--- src/rtl/dmx_uart_rx_if.sv ---
// Output bundle from the DMX512 receiver to the byte/break-to-USB formatter.
// o_FrameError exists only when DMX_RX_FRAMING_ERR_EN is defined.
interface dmx_uart_rx_if;
    logic       o_Rx_DataReady;
    logic [7:0] o_RxData;
    logic       o_RxBreak;
`ifdef DMX_RX_FRAMING_ERR_EN
    logic       o_FrameError;

    modport master (
        output o_Rx_DataReady,
        output o_RxData,
        output o_RxBreak,
        output o_FrameError
    );
    modport slave (
        input  o_Rx_DataReady,
        input  o_RxData,
        input  o_RxBreak,
        input  o_FrameError
    );
`else
    modport master (
        output o_Rx_DataReady,
        output o_RxData,
        output o_RxBreak
    );
    modport slave (
        input  o_Rx_DataReady,
        input  o_RxData,
        input  o_RxBreak
    );
`endif
endinterface

--- src/rtl/dmx_uart_rx.sv ---
// DMX512 receiver (250 kbaud 8N2, LSB first): one-clock pulses per valid slot byte and per BREAK.
// Optional DMX_RX_FRAMING_ERR_EN adds o_FrameError for a bad stop bit that is not a BREAK.
module dmx_uart_rx #(
    parameter int CLKS_PER_BIT = 192,
    parameter int BREAK_CLKS   = 4224
) (
    input  logic          i_Clock,
    input  logic          i_Reset_n,
    input  logic          i_RxSerial,
    dmx_uart_rx_if.master o_rx
);

    localparam int CW = $clog2(CLKS_PER_BIT);
    localparam int BW = $clog2(BREAK_CLKS + 1);

    localparam logic [CW-1:0] HALF_LAST = CW'(CLKS_PER_BIT / 2 - 1);
    localparam logic [CW-1:0] FULL_LAST = CW'(CLKS_PER_BIT - 1);
    localparam logic [BW-1:0] BRK_MAX   = BW'(BREAK_CLKS);
    localparam logic [BW-1:0] BRK_LAST  = BW'(BREAK_CLKS - 1);

    localparam logic [2:0] S_IDLE     = 3'd0;
    localparam logic [2:0] S_START    = 3'd1;
    localparam logic [2:0] S_DATA     = 3'd2;
    localparam logic [2:0] S_STOP     = 3'd3;
    localparam logic [2:0] S_BRK_WAIT = 3'd4;

    logic          r_sync1;
    logic          r_sync2;
    logic          w_rx_s;
    logic [2:0]    r_state;
    logic [CW-1:0] r_bit_cnt;
    logic [2:0]    r_bit_idx;
    logic [7:0]    r_shift;
    logic [7:0]    r_data;
    logic          r_dr;
    logic [BW-1:0] r_low_cnt;
    logic          r_brk;

    // Synchroniser resets to idle-high so a reset never looks like a start bit.
    always_ff @(posedge i_Clock or negedge i_Reset_n) begin
        if (!i_Reset_n) begin
            r_sync1 <= 1'b1;
            r_sync2 <= 1'b1;
        end else begin
            r_sync1 <= i_RxSerial;
            r_sync2 <= r_sync1;
        end
    end

    assign w_rx_s = r_sync2;

    always_ff @(posedge i_Clock or negedge i_Reset_n) begin
        if (!i_Reset_n) begin
            r_state   <= S_IDLE;
            r_bit_cnt <= '0;
            r_bit_idx <= '0;
            r_shift   <= '0;
            r_data    <= '0;
            r_dr      <= 1'b0;
        end else begin
            r_dr <= 1'b0;
            case (r_state)
                S_IDLE: begin
                    r_bit_cnt <= '0;
                    if (!w_rx_s)
                        r_state <= S_START;
                end
                S_START: begin
                    if (r_bit_cnt == HALF_LAST) begin
                        r_bit_cnt <= '0;
                        r_bit_idx <= '0;
                        r_state   <= w_rx_s ? S_IDLE : S_DATA;
                    end else begin
                        r_bit_cnt <= r_bit_cnt + CW'(1);
                    end
                end
                S_DATA: begin
                    // From mid-start, every full bit period lands on mid-bit.
                    if (r_bit_cnt == FULL_LAST) begin
                        r_bit_cnt <= '0;
                        r_shift   <= {w_rx_s, r_shift[7:1]};
                        if (r_bit_idx == 3'd7)
                            r_state <= S_STOP;
                        else
                            r_bit_idx <= r_bit_idx + 3'd1;
                    end else begin
                        r_bit_cnt <= r_bit_cnt + CW'(1);
                    end
                end
                S_STOP: begin
                    if (r_bit_cnt == FULL_LAST) begin
                        r_bit_cnt <= '0;
                        if (w_rx_s) begin
                            r_data  <= r_shift;
                            r_dr    <= 1'b1;
                            r_state <= S_IDLE;
                        end else begin
                            r_state <= S_BRK_WAIT;
                        end
                    end else begin
                        r_bit_cnt <= r_bit_cnt + CW'(1);
                    end
                end
                S_BRK_WAIT: begin
                    if (w_rx_s)
                        r_state <= S_IDLE;
                end
                default: r_state <= S_IDLE;
            endcase
        end
    end

    // Low-time counter saturates, so BREAK fires once per low period.
    always_ff @(posedge i_Clock or negedge i_Reset_n) begin
        if (!i_Reset_n) begin
            r_low_cnt <= '0;
            r_brk     <= 1'b0;
        end else begin
            r_brk <= !w_rx_s && (r_low_cnt == BRK_LAST);
            if (w_rx_s)
                r_low_cnt <= '0;
            else if (r_low_cnt != BRK_MAX)
                r_low_cnt <= r_low_cnt + BW'(1);
        end
    end

    assign o_rx.o_Rx_DataReady = r_dr;
    assign o_rx.o_RxData       = r_data;
    assign o_rx.o_RxBreak      = r_brk;

`ifdef DMX_RX_FRAMING_ERR_EN
    logic r_fe;

    // Counter still holds the finished low period here; saturation means a BREAK was already reported.
    always_ff @(posedge i_Clock or negedge i_Reset_n) begin
        if (!i_Reset_n)
            r_fe <= 1'b0;
        else
            r_fe <= (r_state == S_BRK_WAIT) && w_rx_s && (r_low_cnt != BRK_MAX);
    end

    assign o_rx.o_FrameError = r_fe;
`endif

endmodule

--- src/flat_wrapper.sv ---
// flat-port wrapper written by rule: the top's interface ports become plain ports
module dmx_uart_rx_flat 
#(
    parameter int CLKS_PER_BIT = 192,
    parameter int BREAK_CLKS   = 4224
)
  (i_Clock, i_Reset_n, i_RxSerial, o_rx_o_Rx_DataReady, o_rx_o_RxData, o_rx_o_RxBreak);
  dmx_uart_rx_if o_rx_i ();
  input  logic i_Clock;
  input  logic i_Reset_n;
  input  logic i_RxSerial;
  output wire logic [$bits(o_rx_i.o_Rx_DataReady)-1:0] o_rx_o_Rx_DataReady;
  output wire logic [$bits(o_rx_i.o_RxData)-1:0] o_rx_o_RxData;
  output wire logic [$bits(o_rx_i.o_RxBreak)-1:0] o_rx_o_RxBreak;
  assign o_rx_o_Rx_DataReady = o_rx_i.o_Rx_DataReady;
  assign o_rx_o_RxData = o_rx_i.o_RxData;
  assign o_rx_o_RxBreak = o_rx_i.o_RxBreak;
  dmx_uart_rx #(.CLKS_PER_BIT(CLKS_PER_BIT), .BREAK_CLKS(BREAK_CLKS)) u_core (.i_Clock(i_Clock), .i_Reset_n(i_Reset_n), .i_RxSerial(i_RxSerial), .o_rx(o_rx_i));
endmodule
--- config.mk ---
export PLATFORM = sky130hd
export DESIGN_NAME = dmx_uart_rx_flat
export DESIGN_NICKNAME = d
export VERILOG_FILES = /design/src/rtl/dmx_uart_rx_if.sv /design/src/rtl/dmx_uart_rx.sv /design/src/flat_wrapper.sv
export SDC_FILE = /design/constraint.sdc
export NUM_CORES = 1
export LEC_CHECK = 0
export ABC_AREA = 1
export CORE_ASPECT_RATIO = 2
export CORE_MARGIN = 10
export CORE_UTILIZATION = 25
export CTS_BUF_LIST = sky130_fd_sc_hd__clkbuf_4 sky130_fd_sc_hd__clkbuf_8
export DETAILED_ROUTE_END_ITERATION = 10
export PLACE_DENSITY_LB_ADDON = 0.12
export SKIP_CTS_REPAIR_TIMING = 1
export SLEW_MARGIN = 15
export SYNTH_ARGS = -nofsm -noshare
export SYNTH_HDL_FRONTEND = slang
export SYNTH_SLANG_ARGS = --single-unit
--- constraint.sdc ---
create_clock -name i_Clock -period 2.4 [get_ports i_Clock]
set_clock_uncertainty 0.05 [all_clocks]
set_input_delay 0.48 -clock i_Clock [delete_from_list [all_inputs] [get_ports i_Clock]]
set_output_delay 0.48 -clock i_Clock [all_outputs]
set_load 0.02 [all_outputs]
# Yosys cells after proc, flatten, opt, wreduce, memory -nomap -nowiden
# Index checks and enable logic that the tools add are counted.
# totals
register_bits	47
# classes
n_addsub	3
n_eq_ne	16
reduce_logical	11
muxes	21
# ops
cell	n
$mux W3	10
$mux W13	2
$pmux W8 S3	1
$mux W8	2
$pmux W3 S5	1
$add A13 B1 Y13 const B	1
$eq A13 B13 Y1 const B	1
$ne A13 B13 Y1 const B	1
$ne A2 B1 Y1 const B	5
$add A8 B1 Y8 const B	1
$eq A8 B7 Y1 const B	1
$eq A8 B8 Y1 const B	1
$eq A3 B2 Y1 const B	2
$eq A3 B3 Y1 const B	2
$pmux W3 S2	1
$reduce_and A6 Y1	1
$ne A2 B2 Y1 const B	2
$reduce_and A4 Y1	1
$reduce_bool A2 Y1	2
$add A3 B1 Y3 const B	1
$eq A3 B1 Y1 const B	1
$logic_not A3 Y1	1
$mux W1	3
$reduce_and A3 Y1	1
6 further kinds	6

# Depth between registers and ports, before layout
# depth
ltp_word	4
ltp_mapped	11
ltp_nobuf	10

# Worst setup path after synthesis
# OpenSTA, ideal clock, no wires.
# synth_timing
path_kind	reg2reg
start	reg u_core.r_sync2
end	reg u_core.r_data[0] (netlist: u_core.o_rx.o_RxData[0])
stages_incl_launch_ff	6
required_time_ps	2224
synth_period_minus_slack_ps	1475
arrival_ps	1299
path_slack_ps	925
n_path_buf	2
path_cell_list	dfstp_2 > buf_2 > inv_1 > nor3_4 > buf_6 > o21ai_0
# synth_between
elab_chain_cells	1
# synth_lines
element	line	source
start: declaration	dmx_uart_rx.sv:28	logic r_sync2;
start signal: assignment	dmx_uart_rx.sv:46	r_sync2 <= r_sync1;
$reduce_and A3 Y1 (no line)	--	
end signal: assignment	dmx_uart_rx.sv:94	r_data <= r_shift;
end: declaration	dmx_uart_rx.sv:34	logic [7:0] r_data;
# No other way between the ends.
# A chain may end at the register's enable or synchronous reset.

# Worst setup path after layout
# layout_timing
start	reg u_core.r_data[5] (netlist: u_core.o_rx.o_RxData[5])
end	out o_rx_o_RxData[5]
# layout_rtl
element	line	source
end: declaration	flat_wrapper.sv:13	output wire logic [$bits(o_rx_i.o_RxData)-1:0] o_rx_o_RxData;
# No word-level cell between the ends.

==> results by stage <==
Setup path:
- Data arrives at the worst endpoint at 1.30 ns.
- Tracing the worst setup path back leads to its startpoint at u_core.o_rx.o_RxData[5]$_DFFE_PN0P_.
- The critical register-to-register path endpoint is u_core.o_rx.o_RxData[7]$_DFFE_PN0P_.
- Along the worst path, the maximum fanout reaches 2.
- The worst setup path is launched from a flip-flop.
- In this run the register-to-register setup slack is 0.58 ns.
- Measured in cells, the most critical reg-to-reg path has a length of 3.
- The endpoint type of the worst setup path is a primary output.
- In this run the critical register-to-register path is launched from u_core.r_sync2$_DFF_PN1_.
- The slowest cell on the critical path is clkdlybuf4s50_1.
- In this run the number of cells on the critical path is 1.
- Traced cell by cell, the critical path runs through clkdlybuf4s50_1.
- Grouping stages by cell kind, the critical path spends the most delay in buffers and inverters.
- The capturing element of the worst setup path is o_rx_o_RxData[5].
- The required time of the critical path is 1.87 ns.
- The setup path with the least slack is of type flip-flop to primary output.
- The biggest cell delay along the critical path is 0.61 ns.
- Together, buffers and inverters on the worst path number 1.

Global route:
- Entering global routing, the biggest net connects 48 pins.
- The global route total overflow is 0.
- The wire length of the first global-routing pass is 8990 um.
- The overall global routing resource usage is 8.37%.
- The number of antenna violations at the first check in global routing is 0.
- The number of global-route vias before repair is 1,917.

Detailed routing:
- The remaining routing DRC violations is 0.
- The number of nets still failing antenna checks after routing is 0.
- The via density per instance is 4.41.
- The total number of vias is 1,833.
- After detailed routing, the average wire length per cell comes to 12.2 um.
- The first-pass detailed-route iteration total is 4.
- The number of design-rule violations left by the first detailed-router iteration is 68.
- The routed wire length is 5090 um.

STA:
- The tightest hold path in the finished design has a slack of 0.0760 ns.
- In the finished design, the share of the clock period the worst path needs comes to 76.3%.
- Adding up every negative setup slack in the final design gives 0 ns.
- The hold violation total from the final report is 0.
- Setup repair after global routing left no endpoint under its margin.
- The top achievable clock speed is 546 MHz.
- The total count of max-transition violations in the final report is 0.
- For the pin with the worst max-slew slack, the measured transition is 0.610 ns.
- In this run the tightest slew margin relative to its limit is 59.2%.
- The time the worst path needs with I/O delays and setup is 1.83 ns.
- The final count of negative-setup-slack endpoints is 0.

Placement:
- Once placement completed, the tool counted placed cells totaling 408.
- The detailed-placement wirelength estimate is 3780 um.
- Input and output buffers added on the ports amount to 12.
- The final RePlAce weighted congestion is 0.730.

Floorplan:
- The die is 157 um tall.
- The starting utilization of the core area is 25.4%.
- The I/O pin count is 13.
- The core region is 9260 sq um.
- Row generation in the floorplan step produced 50 rows.
- The width of the chip is 88.5 um.
- The die outline area is 13,900 sq um.

Clock tree:
- The clock root buffer is clkbuf_8.
- The number of buffers on the longest clock path is 2.
- The H-tree level count is 2.
- The TritonCTS buffer count is 5.
- Clock-pin slew was measured on the worst setup and hold paths at 0.11 ns.
- The number of sinks handled by clock tree synthesis is 47.
- The CTS tree is yes.
- For the worst-skew pair, the clock arrives at the later sink with an insertion delay of 0.32 ns.

Yosys:
- The average cell area after synthesis is 7.96 sq um.
- The fraction of the yosys area taken by sequential cells is 50.2%.
- The complex-gate fraction of the synthesized area is 7.84%.
- Yosys instantiated no cell more often than nand2_1.
- After Yosys synthesis, and, or, nand and nor cells account for 28.5% of the synthesized area.
- The number of cells produced by synthesis is 295.
- Among all flip-flop cells after synthesis, the most frequent one is dfrtp_1.
- Counting flops with a built-in enable in the synthesized netlist gives 0.
- The xor and xnor fraction of the mapped netlist area is 2.24%.
- The Yosys step of the flow raised 0 warnings.
- The dominant combinational cell family by area after synthesis is simple AND/OR/NAND/NOR gates.
- The mapped netlist covers 2350 sq um.
- The async set-or-reset flop fraction in the synthesized netlist is 100%.
- The total of flip-flops plus latches after synthesis is 47.
- The share of Yosys cell area claimed by the top area cell type is 48.0%.
- The synthesized netlist net count is 303.
- The largest area contributor in the netlist is dfrtp_1.
- Multiplexer cells account for 0% of the synthesized area.
- Ranked by instance count, the synthesized netlist is headed by 82 x nand2_1, 45 x dfrtp_1, 39 x inv_1, 33 x nor2_1, 24 x nand3_1.
- Yosys attributes the largest share of cell area to dfrtp_1 48%, nand2_1 13%, inv_1 6.2%.
- The synthesized netlist devotes 2.67% of its cell area to adder and majority cells.
- The netlist uses 25 different library cells.

Cells and area:
- The count of antenna diodes in the layout is 0.
- For this run, the post-layout net count is 319.
- The area growth from synthesis to layout is 14.1%.
- The share of post-route cells with drive strength above 1 is 8.01%.
- The count of cells in the finished layout, fillers not included, comes to 416.

Power and ir drop:
- The reported leakage power is 1.30 nW.
- For this design the ratio of total power to cell area is 513 nW/um^2.
- IR analysis of the VDD net gives a maximum drop of 0.241 mV.

Outcome:
- The flow ran to the end, and the final reports show no timing, DRC or antenna violations.

Flow run:
- The tool flagged a number of max-cap violations equal to 0.

Worst hold path:
- The tightest min-delay check is of the primary input to async pin type.
-- final cells by class --
type | count | area (sq um)
Timing Repair Buffer | 15 | 150
Clock inverter | 3 | 25.0
Fill cell | 1016 | 6580
Sequential cell | 47 | 1180
Tap cell | 104 | 130
Inverter | 42 | 158
Multi-Input combinational cell | 200 | 968
Clock buffer | 5 | 68.8
-- power breakdown --
part	total [mW]	switching, mW	internal [mW]
logic	0.0417	0.0287	0.0130
registers	0.807	0.00805	0.799
clock network	0.525	0.312	0.213
total	1.37	0.349	1.02
-- stage by stage --
stage	setup WS [ns]	utilization, %	instance area, sq um	power, mW
5_1_grt	0.296	28.9	2680	1.45
6_report	0.570	28.9	2680	1.37
3_5_place_dp	0.517	27.9	2580	0.867
3_3_place_gp	0.584	27.9	2580	0.866
4_1_cts	0.521	28.9	2680	1.41
2_1_floorplan	0.925	-	2350	0.837
-- cells in the final DEF, fill, tap and decap left out --
cell / Yosys / layout
inv_6: 0 / 2
inv_1: 39 / 39
o21a_1: 1 / 1
clkbuf_8: 0 / 5
clkinvlp_4: 0 / 1
o221ai_1: 1 / 1
ha_1: 5 / 5
a21oi_1: 7 / 7
nor3_1: 4 / 4
a21oi_2: 1 / 1
dfrtp_1: 45 / 45
nor2_4: 2 / 2
buf_4: 0 / 2
o21ai_2: 1 / 1
clkdlybuf4s50_1: 0 / 11
nor3_4: 1 / 1
o21ai_0: 23 / 23
nand2_2: 3 / 3
nand3b_1: 1 / 1
nand3_1: 24 / 24
nor3b_1: 1 / 1
buf_2: 4 / 1
buf_12: 0 / 1
dfstp_2: 2 / 2
nor2_1: 33 / 33
xor2_1: 5 / 5
xnor2_1: 1 / 1
nand2_1: 82 / 82
nand4_1: 4 / 4
inv_2: 3 / 3
-- registers in the layout, summed over array words and instances, names as in the netlist --
name                        cells
u_core.o_rx.o_RxBreak           1
u_core.o_rx.o_RxData            8
u_core.o_rx.o_Rx_DataReady      1
u_core.r_bit_cnt                8
u_core.r_bit_idx                3
u_core.r_low_cnt               13
u_core.r_shift                  8
u_core.r_state                  3
u_core.r_sync1                  1
u_core.r_sync2                  1
-- layer usage --
layer | GRT usage, % | up-vias | routed length, um
li1 | - | 957 | -
met1 | 8.05 | 855 | 1970
met2 | 15.8 | 15 | 2890
met3 | 1.86 | 6 | 108
met4 | 4.18 | 0 | 116
met5 | 0 | - | 0
-- cells by family (layout without fill, tap and decap cells) --
group	after synthesis	count (layout)
AO/OA/AOI/OAI	34	34
AND/OR/NAND/NOR	155	155
flip-flops	47	47
buffers and inverters	48	65
XOR/XNOR	6	6
adder cells (fa/ha/maj)	5	5
-- worst min-delay path by stage --
stage / slack [ns] / end
after global placement: 0.31 / u_core.r_sync2$_DFF_PN1_
final: 0.08 / u_core.o_rx.o_Rx_DataReady$_DFF_PN0_
after detailed placement: 0.30 / u_core.r_sync2$_DFF_PN1_
after global routing: 0.07 / u_core.o_rx.o_Rx_DataReady$_DFF_PN0_
after CTS: 0.08 / u_core.o_rx.o_Rx_DataReady$_DFF_PN0_
after floorplan: 0.13 / u_core.o_rx.o_RxBreak$_DFF_PN0_
No activity file was read; power rests on OpenSTA's default activity.
==> RTL edit (config.mk and constraints unchanged) <==
`CLKS_PER_BIT` is set to 192 in 2 places; all go to 384.
--- a/src/rtl/dmx_uart_rx.sv
+++ b/src/rtl/dmx_uart_rx.sv
@@ -1,7 +1,7 @@
 // DMX512 receiver (250 kbaud 8N2, LSB first): one-clock pulses per valid slot byte and per BREAK.
 // Optional DMX_RX_FRAMING_ERR_EN adds o_FrameError for a bad stop bit that is not a BREAK.
 module dmx_uart_rx #(
-    parameter int CLKS_PER_BIT = 192,
+    parameter int CLKS_PER_BIT = 384,
     parameter int BREAK_CLKS   = 4224
 ) (
     input  logic          i_Clock,
--- a/src/flat_wrapper.sv
+++ b/src/flat_wrapper.sv
@@ -1,7 +1,7 @@
 // flat-port wrapper written by rule: the top's interface ports become plain ports
 module dmx_uart_rx_flat 
 #(
-    parameter int CLKS_PER_BIT = 192,
+    parameter int CLKS_PER_BIT = 384,
     parameter int BREAK_CLKS   = 4224
 )
   (i_Clock, i_Reset_n, i_RxSerial, o_rx_o_Rx_DataReady, o_rx_o_RxData, o_rx_o_RxBreak);
Behaviour: same outputs for any inputs over 10 cycles, from zero or initial values and one cycle with i_Reset_n low; that may be too few to reach the edited logic, so the function may still have changed.
==> RTL edit against the original RTL <==
Design area is 7.9% higher; critical endpoint is now o_rx_o_RxData[4]; synthesized cell count shrank 5.1%; utilization rose by 0.67 points; maximum frequency down 0.72%; power up 8.3%; area after synthesis grew 6.8%; sequential cell count is 1 higher; die area is 5.6% higher; first-iteration DRC count fell by 22%; count of clock-buffer cells in the layout did not move; worst setup slack worse by 13 ps; largest power group unchanged; wire length rose by 8.5%; critical path depth stayed put.
==> RTL edit: results (changes against the original RTL) <==
[status]
status=finished clean  ; unchanged

[synthesis]
syn_nets=288  ; was 303
yosys-top-cells-count=nand2_1 (69), dfrtp_1 (46), inv_1 (26)  ; was nand2_1 (82), dfrtp_1 (45), inv_1 (39)
synthTopCellsByArea=dfrtp_1 (46%), nand2_1 (10%), inv_1 (3.9%)  ; was dfrtp_1 (48%), nand2_1 (13%), inv_1 (6.2%)
ys.flop_type=dfrtp_1  ; unchanged
yosys_warnings=0  ; unchanged
yosys.cell_types.count=35  ; was 25
ys_async_sr_fraction_pct=100  ; unchanged
ys_seq_area_share_pct=48.0  ; was 50.2%

[global_routing]
first_global_vias=1859  ; was 1917
met2_usage_pct=15.1  ; was 15.8%
antenna_found_initial=0  ; unchanged
use_met3_pct=1.76  ; was 1.86%
grt_pass1_wl_um=9280  ; was 8990 µm
grt_use_total_pct=7.95  ; was 8.37%
grt_start_max_net_pins=25  ; was 48
use_met1_pct=7.81  ; was 8.05%

[finish]
largestRegisters=u_core.r_low_cnt: 13 flops, u_core.r_bit_cnt: 9 flops
fill_cells=1049  ; was 1016
diodes=0  ; unchanged
drive_above_1_share_pct=20.4  ; was 8.01%
largest_reg_flops=13  ; unchanged
fin_nets=306  ; was 319
top_register=u_core.r_low_cnt  ; unchanged

[min_path]
hp-class=flop to flop  ; was input pin to asynchronous set/reset pin
hold_start=u_core.r_sync1
min_to=u_core.r_sync2
hold_depth=0

[route]
drt_first_pass_iters=4  ; unchanged
vias_per_cell=4.22  ; was 4.41
wl_um=5530  ; was 5090 µm
drt_iter0_markers=53  ; was 68

[cts]
clock_latency_ps=310
path_clk_slew_ps=100
htreeDepth=2  ; unchanged
cts_buffers=5  ; unchanged
clock_path_buffers=2  ; unchanged
cts_root_buf=clkbuf_8  ; unchanged

[setup_path]
regToRegSetupSlack_ps=740  ; was 580 ps
worstReg2RegEnd=u_core.o_rx.o_RxData[4]  ; was u_core.o_rx.o_RxData[7]
cp_max_fo=2  ; unchanged
r2r_cells=7  ; was 3
critPathTopFamily=buffers and inverters  ; unchanged
worst_path_max_delay_cell=clkdlybuf4s50_1  ; unchanged
max_stage_delay_ps=620
worstPathArrival_ps=1310
r2r-start=u_core.r_bit_cnt[0]  ; was u_core.r_sync2
crit_path_start=u_core.o_rx.o_RxData[4]  ; was u_core.o_rx.o_RxData[5]

[placement]
dp_hpwl_um=4230  ; was 3780 µm
gp_congestion=0.812  ; was 0.730
io_buffers=12  ; unchanged

[pwr]
vdd_drop_max_uv=242  ; was 241 µV
leakagePower_nw=1.33  ; was 1.30 nW

[sta]
worst_pin_slew_ps=387  ; was 610 ps

[RTL edit: routing by layer]
| layer | routed length (µm) | part of all wire (%) |
|---|---|---|
| met3 | 124 | 2.2 |
| met1 | 2100 | 38 |
| met4 | 125 | 2.3 |
| met5 | 0 | 0 |
| met2 | 3180 | 58 |
[RTL edit: power breakdown]
group	internal (mW)	switching, mW	total (mW)	leakage (nW)
logic	0.0144	0.0326	0.0470	0.626
clock network	0.314	0.307	0.622	0.0583
registers	0.815	0.00416	0.819	0.646
total	1.14	0.344	1.49	1.33
[RTL edit: area by class of cell]
class                           count  share of cell area (%)
Sequential cell                    48                    41.6
Multi-Input combinational cell    194                    39.1
Tap cell                          132                    5.71
Timing Repair Buffer               17                    5.37
Inverter                           32                    4.16
Clock buffer                        5                    2.38
Clock inverter                      3                    1.65
[RTL edit: logic make-up (layout without fill, tap and decap cells)]
| kind of cell | after synthesis | count (layout) | share of synthesized area [%] |
|---|---|---|---|
| buf+inv | 38 | 57 | 6.94 |
| compound gates | 39 | 39 | 9.33 |
| flops | 48 | 48 | 48.0 |
| fa+ha+maj | 5 | 5 | 2.50 |
| simple gates | 146 | 146 | 31.8 |
| xor+xnor | 4 | 4 | 1.40 |
[RTL edit: stage by stage]
step | setup WS [ps] | hold WS [ps] | cell area, µm² | std cells
after floorplan | 929 | 134 | 2510 | 280
after global placement | 764 | 222 | 2760 | 422
after detailed placement | 732 | 221 | 2760 | 422
after CTS | 504 | -139 | 2880 | 430
after global routing | 487 | 314 | 2890 | 431
final | 556 | 311 | 2890 | 431
[RTL edit: worst reg2reg max path, delay by kind of cell, from the launching register on]
family                     cells  cell delay [ps]
AOI/OAI and AO/OA              1               60
adders and majority gates      1              230
DFF                            1              400
and+or+nand+nor                5              840
[RTL edit: worst max path at each step]
stage          cells past startpoint                 endpoint  slack [ps]
2_1_floorplan                      8  u_core.o_rx.o_RxData[6]         930
3_3_place_gp                       7  u_core.o_rx.o_RxData[3]         760
3_5_place_dp                       7  u_core.o_rx.o_RxData[0]         730
4_1_cts                            1         o_rx_o_RxData[4]         500
5_1_grt                            1         o_rx_o_RxData[5]         490
6_report                           1         o_rx_o_RxData[4]         560
